<file path="config.mk">
export PLATFORM = sky130hd
export DESIGN_NAME = debug_bus_master_flat
export DESIGN_NICKNAME = d
export VERILOG_FILES = /design/src/rtl/debug_bus_if.sv /design/src/rtl/debug_bus_master.sv /design/src/flat_wrapper.sv
export SDC_FILE = /design/constraint.sdc
export NUM_CORES = 1
export LEC_CHECK = 0
export ABC_AREA = 1
export CAP_MARGIN = 25
export CORE_ASPECT_RATIO = 1.4
export CORE_UTILIZATION = 50
export DETAILED_ROUTE_END_ITERATION = 12
export PLACE_DENSITY = 0.95
export SLEW_MARGIN = 10
export SYNTH_ARGS = -nofsm -noshare
export SYNTH_HDL_FRONTEND = slang
export SYNTH_SLANG_ARGS = --single-unit
export TNS_END_PERCENT = 50
</file>
<file path="constraint.sdc">
create_clock -name clk -period 3.9 [get_ports clk]
set_clock_uncertainty 0.05 [all_clocks]
set_input_delay 0.78 -clock clk [delete_from_list [all_inputs] [get_ports clk]]
set_output_delay 0.78 -clock clk [all_outputs]
set_load 0.01 [all_outputs]
</file>
<file path="src/rtl/debug_bus_if.sv">
// Host link channel bundle for the debug bus master.
//   cmd_*  : host -> master command channel (valid/ready)
//   rsp_*  : master -> host response channel (valid/ready)
// Modports:
//   slave  : the debug bus master (accepts commands, produces responses)
//   master : the host-side link (issues commands, consumes responses)
interface debug_bus_if #(
  parameter int LEN_W = 8
);
  logic             cmd_valid;
  logic             cmd_ready;
  logic [1:0]       cmd_op;
  logic [31:0]      cmd_addr;
  logic [LEN_W-1:0] cmd_len;
  logic             rsp_valid;
  logic             rsp_ready;
  logic [31:0]      rsp_data;
  logic [31:0]      rsp_addr;
  logic             rsp_last;

  modport slave (
    input  cmd_valid, cmd_op, cmd_addr, cmd_len, rsp_ready,
    output cmd_ready, rsp_valid, rsp_data, rsp_addr, rsp_last
  );

  modport master (
    output cmd_valid, cmd_op, cmd_addr, cmd_len, rsp_ready,
    input  cmd_ready, rsp_valid, rsp_data, rsp_addr, rsp_last
  );
endinterface

</file>
<file path="src/rtl/debug_bus_master.sv">
// Debug bus master in front of the CPU debug read-out mux.
// Takes host commands (read single / read burst / step / run toggle), drives
// chk_addr, samples chk_data or chk_pc after SETTLE cycles and returns one
// response per word. Also owns CPU run control (free-run + single-step pulse).
// Ports:
//   clk, rst  : clock, synchronous active-high reset
//   bus       : debug_bus_if.slave (cmd_* in, rsp_* out)
//   chk_addr  : registered debug address to the read-out mux
//   chk_data  : read-out mux data
//   chk_pc    : write-back PC from the read-out mux
//   cpu_run   : CPU enable = free_run | step_pulse
module debug_bus_master #(
  parameter int SETTLE = 1,   // 1..15
  parameter int LEN_W  = 8
) (
  input  logic        clk,
  input  logic        rst,
  debug_bus_if.slave  bus,
  output logic [31:0] chk_addr,
  input  logic [31:0] chk_data,
  input  logic [31:0] chk_pc,
  output logic        cpu_run
);
  typedef enum logic [1:0] {IDLE, WAIT, SEND, STEP} state_t;

  state_t           state, state_d;
  logic [31:0]      addr_q, addr_d;
  logic [LEN_W-1:0] rem_q, rem_d;
  logic [3:0]       cnt_q, cnt_d;
  logic             free_run_q, free_run_d;
  logic             step_pulse_q, step_pulse_d;
  logic             rsp_valid_q, rsp_valid_d;
  logic [31:0]      rsp_data_q, rsp_data_d;
  logic [31:0]      rsp_addr_q, rsp_addr_d;
  logic             rsp_last_q, rsp_last_d;

  assign bus.cmd_ready = (state == IDLE);
  assign bus.rsp_valid = rsp_valid_q;
  assign bus.rsp_data  = rsp_data_q;
  assign bus.rsp_addr  = rsp_addr_q;
  assign bus.rsp_last  = rsp_last_q;
  assign chk_addr      = addr_q;
  assign cpu_run       = free_run_q | step_pulse_q;

  always_ff @(posedge clk) begin
    if (rst) begin
      state        <= IDLE;
      addr_q       <= '0;
      rem_q        <= '0;
      cnt_q        <= '0;
      free_run_q   <= 1'b0;
      step_pulse_q <= 1'b0;
      rsp_valid_q  <= 1'b0;
      rsp_data_q   <= '0;
      rsp_addr_q   <= '0;
      rsp_last_q   <= 1'b0;
    end else begin
      state        <= state_d;
      addr_q       <= addr_d;
      rem_q        <= rem_d;
      cnt_q        <= cnt_d;
      free_run_q   <= free_run_d;
      step_pulse_q <= step_pulse_d;
      rsp_valid_q  <= rsp_valid_d;
      rsp_data_q   <= rsp_data_d;
      rsp_addr_q   <= rsp_addr_d;
      rsp_last_q   <= rsp_last_d;
    end
  end

  always_comb begin
    state_d      = state;
    addr_d       = addr_q;
    rem_d        = rem_q;
    cnt_d        = cnt_q;
    free_run_d   = free_run_q;
    step_pulse_d = 1'b0;          // step pulse lasts exactly one cycle
    rsp_valid_d  = rsp_valid_q;
    rsp_data_d   = rsp_data_q;
    rsp_addr_d   = rsp_addr_q;
    rsp_last_d   = rsp_last_q;

    unique case (state)
      IDLE: begin
        if (bus.cmd_valid) begin
          unique case (bus.cmd_op)
            2'b00, 2'b01: begin
              addr_d  = bus.cmd_addr;
              cnt_d   = 4'(SETTLE - 1);
              state_d = WAIT;
              if (bus.cmd_op == 2'b00 || bus.cmd_len == '0) rem_d = LEN_W'(1);
              else                                          rem_d = bus.cmd_len;
            end
            2'b10: begin
              // Full SETTLE count here: the pulse cycle itself precedes the wait.
              step_pulse_d = 1'b1;
              cnt_d        = 4'(SETTLE);
              state_d      = STEP;
            end
            default: begin
              free_run_d  = ~free_run_q;
              rsp_data_d  = {31'b0, ~free_run_q};
              rsp_addr_d  = '0;
              rsp_last_d  = 1'b1;
              rsp_valid_d = 1'b1;
              state_d     = SEND;
            end
          endcase
        end
      end
      WAIT: begin
        if (cnt_q != '0) cnt_d = cnt_q - 4'd1;
        else begin
          rsp_data_d  = chk_data;
          rsp_addr_d  = addr_q;
          rsp_last_d  = (rem_q == LEN_W'(1));
          rsp_valid_d = 1'b1;
          state_d     = SEND;
        end
      end
      STEP: begin
        if (cnt_q != '0) cnt_d = cnt_q - 4'd1;
        else begin
          rsp_data_d  = chk_pc;
          rsp_addr_d  = '0;
          rsp_last_d  = 1'b1;
          rsp_valid_d = 1'b1;
          state_d     = SEND;
        end
      end
      SEND: begin
        if (bus.rsp_ready) begin
          rsp_valid_d = 1'b0;
          // Every read leaves remaining at 1 when it finishes, so remaining > 1
          // in SEND can only mean a burst read still has words to fetch.
          if (rem_q > LEN_W'(1)) begin
            rem_d   = rem_q - LEN_W'(1);
            addr_d  = addr_q + 32'd1;
            cnt_d   = 4'(SETTLE - 1);
            state_d = WAIT;
          end else begin
            state_d = IDLE;
          end
        end
      end
      default: state_d = IDLE;
    endcase
  end
endmodule

</file>
<file path="src/flat_wrapper.sv">
// flat-port wrapper written by rule: the top's interface ports become plain ports
module debug_bus_master_flat 
#(
  parameter int SETTLE = 1,           
  parameter int LEN_W  = 8
)
  (clk, rst, chk_addr, chk_data, chk_pc, cpu_run, bus_cmd_valid, bus_cmd_op, bus_cmd_addr, bus_cmd_len, bus_rsp_ready, bus_cmd_ready, bus_rsp_valid, bus_rsp_data, bus_rsp_addr, bus_rsp_last);
  debug_bus_if #(.LEN_W(LEN_W)) bus_i ();
  input  logic clk;
  input  logic rst;
  output logic [31:0] chk_addr;
  input  logic [31:0] chk_data;
  input  logic [31:0] chk_pc;
  output logic cpu_run;
  input wire logic [$bits(bus_i.cmd_valid)-1:0] bus_cmd_valid;
  input wire logic [$bits(bus_i.cmd_op)-1:0] bus_cmd_op;
  input wire logic [$bits(bus_i.cmd_addr)-1:0] bus_cmd_addr;
  input wire logic [$bits(bus_i.cmd_len)-1:0] bus_cmd_len;
  input wire logic [$bits(bus_i.rsp_ready)-1:0] bus_rsp_ready;
  output wire logic [$bits(bus_i.cmd_ready)-1:0] bus_cmd_ready;
  output wire logic [$bits(bus_i.rsp_valid)-1:0] bus_rsp_valid;
  output wire logic [$bits(bus_i.rsp_data)-1:0] bus_rsp_data;
  output wire logic [$bits(bus_i.rsp_addr)-1:0] bus_rsp_addr;
  output wire logic [$bits(bus_i.rsp_last)-1:0] bus_rsp_last;
  assign bus_i.cmd_valid = bus_cmd_valid;
  assign bus_i.cmd_op = bus_cmd_op;
  assign bus_i.cmd_addr = bus_cmd_addr;
  assign bus_i.cmd_len = bus_cmd_len;
  assign bus_i.rsp_ready = bus_rsp_ready;
  assign bus_cmd_ready = bus_i.cmd_ready;
  assign bus_rsp_valid = bus_i.rsp_valid;
  assign bus_rsp_data = bus_i.rsp_data;
  assign bus_rsp_addr = bus_i.rsp_addr;
  assign bus_rsp_last = bus_i.rsp_last;
  debug_bus_master #(.SETTLE(SETTLE), .LEN_W(LEN_W)) u_core (.clk(clk), .rst(rst), .bus(bus_i), .chk_addr(chk_addr), .chk_data(chk_data), .chk_pc(chk_pc), .cpu_run(cpu_run));
endmodule
</file>
# Word-level counts from Yosys, hierarchy flattened
# Cells that the tools add are included.
[totals]
ff_bits = 114
in_bits = 110
wordCells = 93
[op_classes]
add_sub_neg = 3
magnitude_cmp = 1
n_eq_ne = 16
n_mux = 41
bitwise = 5
n_reduce_logical = 17
[op_table]
columns = ["operator", "count"]
rows = [
  ["$mux W32", 12],
  ["$pmux W32 S3", 2],
  ["$pmux W32 S2", 1],
  ["$mux W8", 5],
  ["$add A32 B1 Y32 const B", 1],
  ["$mux W4", 4],
  ["$pmux W8 S2", 1],
  ["$reduce_and A5 Y1", 3],
  ["$ne A2 B2 Y1 const B", 6],
  ["$pmux W4 S3", 1],
  ["$eq A8 B1 Y1 const B", 1],
  ["$gt A8 B1 Y1 const B", 1],
  ["$logic_not A8 Y1", 1],
  ["$pmux W4 S2", 1],
  ["$sub A8 B1 Y8 const B", 1],
  ["$mux W1", 7],
  ["$eq A2 B2 Y1 const B", 3],
  ["$mux W2", 3],
  ["$ne A2 B1 Y1 const B", 3],
  ["$pmux W1 S3", 2],
  ["$pmux W2 S3", 1],
  ["$reduce_and A3 Y1", 2],
  ["$reduce_or A3 Y1", 2],
  ["$eq A2 B1 Y1 const B", 2],
  ["other kinds (12)", 17],
]

# Depth between registers and ports, before layout
# Gate-level depths: netlist of the first run.
[logic_depth]
word_depth = 6
mapped_depth = 11
ltp_nobuf = 11

# Worst setup path before layout of the first run
# OpenSTA, ideal clock, no wires.
[synth_path]
path_kind = "input to register"
from = "input bus_cmd_op[1]"
to = "register u_core.rsp_data_q[0], in the netlist u_core.bus.rsp_data[0]"
arrival_time_ns = 1.686
setup_slack_ns = 2.094
stages = 6
n_path_buf = 2
cell_sequence = "inv_1 > o21ai_2 > buf_2 > clkbuf_1 > nand3_1 > a21oi_1"
[synth_via]
elab_chain_cells = 4
[synth_lines]
columns = ["element", "line_no", "rtl"]
rows = [
  ["start: declaration", "flat_wrapper.sv:16", "input wire logic [$bits(bus_i.cmd_op)-1:0] bus_cmd_op;"],
  ["$eq A2 B1 Y1, or another cell as far along", "debug_bus_master.sv:86", "unique case (bus.cmd_op)"],
  ["$reduce_or A3 Y1 (no source line) (*)", "n/a", ""],
  ["$ne A2 B2 Y1 (no source line) (*)", "n/a", ""],
  ["$reduce_and A5 Y1 (no source line) (*)", "n/a", ""],
  ["end signal: assignment", "debug_bus_master.sv:65", "rsp_data_q <= rsp_data_d;"],
  ["end: declaration", "debug_bus_master.sv:33", "logic [31:0] rsp_data_q, rsp_data_d;"],
]
# Every way passes the cells marked *; elsewhere a longest branch is shown, timed or not.
# A chain may end at the register's enable or synchronous reset.

# Worst setup path in the final report of the first run
[layout_path]
from = "register u_core.state[1]"
to = "register u_core.addr_q[31], in the netlist u_core.chk_addr[31]"
[layout_via]
elab_chain_cells = 3
[layout_lines]
columns = ["element", "line_no", "rtl"]
rows = [
  ["start: declaration", "debug_bus_master.sv:26", "state_t state, state_d;"],
  ["start signal: assignment", "debug_bus_master.sv:58", "state <= state_d;"],
  ["$eq A2 B2 Y1 / $logic_not A2 Y1 (equally long branches)", "debug_bus_master.sv:83", "unique case (state)"],
  ["$ne A2 B1 Y1 (no source line), or another cell as far along", "n/a", ""],
  ["$reduce_and A5 Y1 (no source line)", "n/a", ""],
  ["end signal: assignment", "debug_bus_master.sv:59", "addr_q <= addr_d;"],
  ["end: declaration", "debug_bus_master.sv:27", "logic [31:0] addr_q, addr_d;"],
]
# Parallel ways exist; a longest one is shown, timed or not.

==> metrics.md, run 1 <==
| Metric | Value |
|---|---|
| Hold Buf Count CTS | 0 |
| Vias | 7,209 |
| Largest net degree at the start of global routing | 92 |
| Netlist Area Pre-Place | 6120 sq um |
| DRT iter0 DRCs | 535 |
| Cells along the critical path | inv_2 -> nor2_4 -> buf_4 -> nand3_1 -> nand3_2 -> buf_4 -> nor2_1 -> nand2_1 -> a21oi_1 |
| Setup Viol. Count Final | 0 |
| Drt first pass iters | 5 |
| Total of max-cap violations | 0 |
| H-tree levels | 4 |
| CTS Root Cell | clkbuf_16 |
| Pleak | 0.00326 uW |
| Initial antenna violation count | 0 |
| Crit. End Element | flop |
| Clock slew at reported path FFs | 50 ps |
| Row Count | 47 |
| Critical path arrival | roughly 3000 ps |
| Die H | 133 microns |
| Post-DP HPWL | 13,600 microns |
| Tmin final | around 2700 ps |
| Number of global-route vias before repair | 6,861 |
| Period utilisation layout | 69.8% |
| Post-synth top area share | a little under two fifths |
| Antenna diodes | 0 |
| Port Buffers | 209 |
| Die Area | between 10,000 and 15,000 sq um |
| Most frequent cells after synthesis | nand2_1 (251), dfxtp_1 (114), a21oi_1 (111) |
| RSZ-0062 raised after global routing | no |
| Max rail drop VDD | 456 uV |
| Synth Area per Inst | 6.58 sq um |
| Status | completed |
| FMAX | 367 MHz |
| Critical Path RT | 4100 ps |
| Hold WC Path Type | reg2reg |
| DR vias/cell | roughly 5.7 |
| Clock tree sinks | roughly 110 |
| Remaining DRCs | 0 |
| Die W | between 90 and 100 microns |
| Worst setup SP type | flop |
| R2r startpoint | u_core.state[1] |
| Worst R2R End | u_core.chk_addr[31] |
| TritonCTS clock tree | yes |
| Routed WL per cell | roughly 16 microns |
| Worst hold start | u_core.bus.rsp_data[21] |
| Worst path most repeated cell | buf_4 |
| CTS buffer count | 17 |
| DRT Wirelength | 20,300 microns |
| Worst Hold End | u_core.bus.rsp_data[21] |
| GR Overflow Total | 0 |
| I/O pin count | 210 |
| Post-DRT Antenna Nets | 0 |
| Nets@finish | about 1,200 |
| Count of final max-slew check failures | 0 |
| Dpl ws | roughly 1100 ps |
| Fill cells | 916 |
| Fin. Hold Viols | 0 |
| Latest clock arrival within the worst-skew pair | 420 ps |
| Synth Net Count | 1,044 |
| Post-CTS sizing | 0 |
| Commonest register cell after synthesis | dfxtp_1 |
| R2R depth | 9 |
| Post-synth top area cell | dfxtp_1 |
| Synthesized flop and latch total | approximately 110 |
| Final WS setup | 1180 ps |
| Async S/R FF share, synth | 0% |
| Gp weighted congestion | between 0.8 and 0.9 |
| Hold path depth | 2 |
| # Post-CTS Setup Buffers | 0 |
| Top cells by area, synth | dfxtp_1 (37%), nand2_1 (15%), a21oi_1 (9.1%) |
| Most frequent cell after synthesis | nand2_1 |
| GRT Util Overall | 31.9% |
| Initial core utilization | 51.5% |
| EDFF count, synth | 0 |
| Worst path slowest cell | buf_4 |
| CTS Buffer Depth | 2 |
| Worst-margin pin slew | ~1000 ps |
| First-pass GRT wire length | 32,200 microns |
| Netlist cell types | 34 |
| Delay of the slowest cell on the worst path | 520 ps |
| Seq/Total Area, Yosys | 37.3% |
| Area Growth Syn to Fin | 44.2% |
| Post-Synthesis Cells | 930 |
| Setup TNS | 0 ps |
| Share of layout cells above drive strength 1 | roughly 5.4% |
| Synth Warn # | 0 |
| Core ar. | 11,900 sq um |
| Worst R2R Setup Slack | 1180 ps |
| Max FO, Critical Path | 52 |
| Normalized max-slew margin | 33.2% |
| Pwr/cell area | 731 nW/um^2 |
| WS Path Type | reg2reg |
-- registers in the layout (all words and copies together), names as in the netlist, 2 cells and up --
signal               count
u_core.bus.rsp_addr     32
u_core.bus.rsp_data     32
u_core.chk_addr         32
u_core.rem_q             8
u_core.cnt_q             4
u_core.state             2
-- critical path, delay by kind of cell (launching register included) --
family / cells / cell delay (ps)
buffers and inverters: 3 / 1070
flip-flops: 1 / 470
AND/OR/NAND/NOR: 5 / 870
AO/OA/AOI/OAI: 1 / 60
-- logic make-up (layout without fill, tap and decap cells) --
group | Yosys count | after routing | synth area share, %
xor gates and xnor gates | 5 | 5 | 0.716
adders and majority gates | 4 | 4 | 0.818
DFF | 114 | 114 | 37.3
and+or+nand+nor | 491 | 491 | 34.1
buffers and inverters | 120 | 307 | 8.40
AOI/OAI and AO/OA | 196 | 196 | 18.7
-- worst max path at each step --
| stage | from | slack (ps) | endpoint | cells after the start |
|---|---|---|---|---|
| finish | u_core.state[1] | 1180 | u_core.chk_addr[31] | 9 |
| CTS | u_core.state[1] | 1240 | u_core.chk_addr[28] | 9 |
| global route | u_core.state[1] | 1010 | u_core.chk_addr[26] | 9 |
| floorplan | bus_cmd_op[1] | 2090 | u_core.bus.rsp_data[0] | 6 |
| detailed placement | bus_cmd_valid | 1140 | u_core.bus.rsp_addr[24] | 9 |
| global placement | bus_cmd_valid | 1230 | u_core.bus.rsp_addr[24] | 9 |
-- cell usage in the layout, fill, tap and decap left out, drive strengths merged --
master / n
a211oi: 2
a21o: 1
a21oi: 111
a221oi: 1
a22o: 31
a31oi: 1
buf: 8
bufinv: 5
clkbuf: 19
clkdlybuf4s50: 208
clkinv: 3
clkinvlp: 4
dfxtp: 114
ha: 4
inv: 60
nand2: 251
nand3: 81
nand4: 39
nor2: 111
nor3: 2
nor4: 1
o211ai: 1
o21a: 1
o21ai: 41
o21bai: 3
o22ai: 1
o31ai: 2
or2: 6
xor2: 5
-- where the power goes --
group,switching [uW],internal [uW]
Sequential,399,1450
Combinational,1800,1110
Clock,546,1150
Total,2750,3700
-- per-layer routing --
metal	share of wire [%]	track usage (%)	vias to the layer above	wire length, microns
li1	-	-	3456	-
met1	37	36.2	3299	7590
met2	49	54.8	386	10000
met3	9.0	7.30	68	1820
met4	4.1	16.1	0	823
met5	0	0	-	0
-- layout make-up --
cell class	count	area [sq um]	share of cell area, %
Tap cell	147	184	2.08
Timing Repair Buffer	216	2140	24.2
Multi-Input combinational cell	696	3350	37.9
Sequential cell	114	2280	25.9
Clock inverter	13	208	2.35
Clock buffer	19	443	5.02
Inverter	59	221	2.51
-- stage by stage --
step	total power, uW	hold WS [ps]	cell area [sq um]	instances	utilization [%]
3_5_place_dp	4700	401	8170	1232	68.8
6_report	6450	408	8820	1264	74.3
5_1_grt	6850	426	8820	1264	74.3
2_1_floorplan	3720	391	6120	930	-
3_3_place_gp	4630	397	8170	1232	68.8
4_1_cts	6420	409	8820	1264	74.3
(Power assumes the default switching activity.)
==> run 2: changes to the inputs <==
--- a/config.mk
+++ b/config.mk
@@ -8,9 +8,9 @@
 export ABC_AREA = 1
 export CAP_MARGIN = 25
 export CORE_ASPECT_RATIO = 1.4
-export CORE_UTILIZATION = 50
+export CORE_UTILIZATION = 42
 export DETAILED_ROUTE_END_ITERATION = 12
-export PLACE_DENSITY = 0.95
+export PLACE_DENSITY = 0.86
 export SLEW_MARGIN = 10
 export SYNTH_ARGS = -nofsm -noshare
 export SYNTH_HDL_FRONTEND = slang
==> constraint.sdc (replaced) <==
create_clock -name clk -period 2.2 [get_ports clk]
set_clock_uncertainty 0.05 [all_clocks]
set_input_delay 0.44 -clock clk [delete_from_list [all_inputs] [get_ports clk]]
set_output_delay 0.44 -clock clk [all_outputs]
set_load 0.01 [all_outputs]
==> run 2 against run 1 <==
Effect of this change: sequential share of layout area decreased by 0.60 points; utilization decreased by 9.9 points; non-clock buffer count increased by 11; via count decreased by 0.29%; routed wire length increased by 0.32%; power increased by 81%; first-iteration DRC count increased by 6.5%; register-to-register slack got worse by 980 ps; sequential power increased by 76%; count of clock-buffer cells in the layout decreased by 1.
==> metrics.md, run 2 (same netlist as run 1, synthesis figures left out) <==
| Metric | Value |
|---|---|
| WS Path Type | reg2out |
| Row Count | 51 |
| Initial antenna violation count | 0 |
| Antenna diodes | 0 |
| Worst hold start | u_core.bus.rsp_data[13] |
| First-pass GRT wire length | 32,200 microns |
| Psw | 4910 uW |
| Switching Fraction | 42.1% |
| Utilization after layout | 64.3% |
| DRT Wirelength | 20,300 microns |
| Clock slew at reported path FFs | around 60 ps |
| Normalized max-slew margin | 51.5% |
| Die H | 145 microns |
| Worst-margin pin slew | 726 ps |
| Crit. End Element | primary output |
| R2r startpoint | u_core.chk_addr[0] |
| Routed WL per cell | 15.5 microns |
| CTS buffer count | 17 |
| Clock power share | 24.8% |
| Core ar. | between 10,000 and 15,000 sq um |
| Worst path slowest cell | clkdlybuf4s50_1 |
| Worst setup SP type | flop |
| Cells along the critical path | clkdlybuf4s50_1 |
| Pwr/cell area | 1290 nW/um^2 |
| Die W | 104 microns |
| Hold Buf Count CTS | 0 |
| RSZ-0062 raised after global routing | no |
| Tmin final | 2040 ps |
| Gp weighted congestion | 0.929 |
| Post-CTS sizing | 0 |
| Area Growth Syn to Fin | 47.6% |
| CTS Buffer Depth | 2 |
| Placed cell area | 8410 sq um |
| Post-DRT Antenna Nets | 0 |
| Placed insts | 1,281 |
| Largest net degree at the start of global routing | 92 |
| Combinational share of power | 47.3% |
| Critical path arrival | 1550 ps |
| Non-Filler Instances | 1,313 |
| Share of layout cells above drive strength 1 | 6.38% |
| Crit path buffers/inverters | 1 |
| Port Buffers | between 200 and 250 |
| GRT Util Overall | 26.9% |
| Status | completed |
| Hold WC Path Type | reg2reg |
| Top layer in use | met4 |
| Nets@finish | 1,229 |
| Max FO, Critical Path | 6 |
| Drt first pass iters | 5 |
| Setup TNS | 0 ps |
| Internal | between 6000 and 7000 uW |
| Fin. Hold Viols | 0 |
| Period utilisation layout | 92.7% |
| Commonest cells after routing, fill and taps aside | nand2_1 (250), clkdlybuf4s50_1 (208), dfxtp_1 (114) |
| TritonCTS clock tree | yes |
| Pleak | ~0.0033 uW |
| Initial core utilization | 43.6% |
| CP Launch Point | u_core.chk_addr[12] |
| FMAX | a little under 500 MHz |
| # Post-CTS Setup Buffers | 0 |
| Max rail drop VDD | 689 uV |
| Pwr Total | 11,700 uW |
| Delay of the slowest cell on the worst path | just over 600 ps |
| Critical Path RT | roughly 1700 ps |
| Crit path max-delay family | buffers and inverters |
| GR Overflow Total | 0 |
| M1 wire length | 8030 microns |
| DR vias/cell | 5.47 |
| Setup Viol. Count Final | 0 |
| Post-DP HPWL | 14,200 microns |
| Met2 routed WL | 10,100 microns |
| DRT iter0 DRCs | 570 |
| Commonest non-fill, non-tap cell in the layout | nand2_1 |
| Vias | ~7,000 |
| H-tree levels | 4 |
| Die Area | 15,100 sq um |
| I/O pin count | 210 |
| CTS Root Cell | clkbuf_16 |
| Total of max-cap violations | 0 |
| Latest clock arrival within the worst-skew pair | 410 ps |
| Fin area | 9030 sq um |
| Number of global-route vias before repair | 6,553 |
| Met3 WL post-DR | 1620 microns |
| Count of final max-slew check failures | 0 |
| Remaining DRCs | 0 |
| Clock tree sinks | 114 |
| Sequential power share | between 20% and 30% |
==> run 2: per-layer routing <==
metal	global-route usage (%)	vias to the layer above
met5	0	-
met4	13.8	0
met3	5.78	48
met2	47.7	381
met1	30.6	3269
li1	-	3490
==> run 2: worst paths after layout <==
path / to / slack [ps] / depth (start not counted)
max: chk_addr[12] / 160 / 1
min: u_core.bus.rsp_data[13] / 410 / 2
max reg2reg: u_core.chk_addr[26] / 200 / 10
min reg2reg: u_core.bus.rsp_data[13] / 410 / 2
==> run 2: area by class of cell <==
class / instances / area [sq um]
Tap cell: 185 / 231
Inverter: 59 / 221
Multi-Input combinational cell: 696 / 3350
Clock buffer: 18 / 439
Fill cell: 1243 / 5000
Sequential cell: 114 / 2280
Clock inverter: 14 / 188
Timing Repair Buffer: 227 / 2320
==> run 2: power by group through the flow <==
stage / combinational, uW / sequential, uW / clock [uW]
6_report: 5530 / 3260 / 2890
5_1_grt: 6080 / 3320 / 3040
4_1_cts: 5520 / 3240 / 2940
3_5_place_dp: 5480 / 3280 / 0
3_3_place_gp: 5380 / 3270 / 0
2_1_floorplan: 3380 / 3210 / 0
==> run 2: per-stage QoR <==
step | hold slack, ps | worst slack [ps]
after floorplan | 391 | 530
after global placement | 397 | 184
after detailed placement | 401 | 118
after CTS | 411 | 128
after global routing | 425 | 72.2
final | 408 | 160
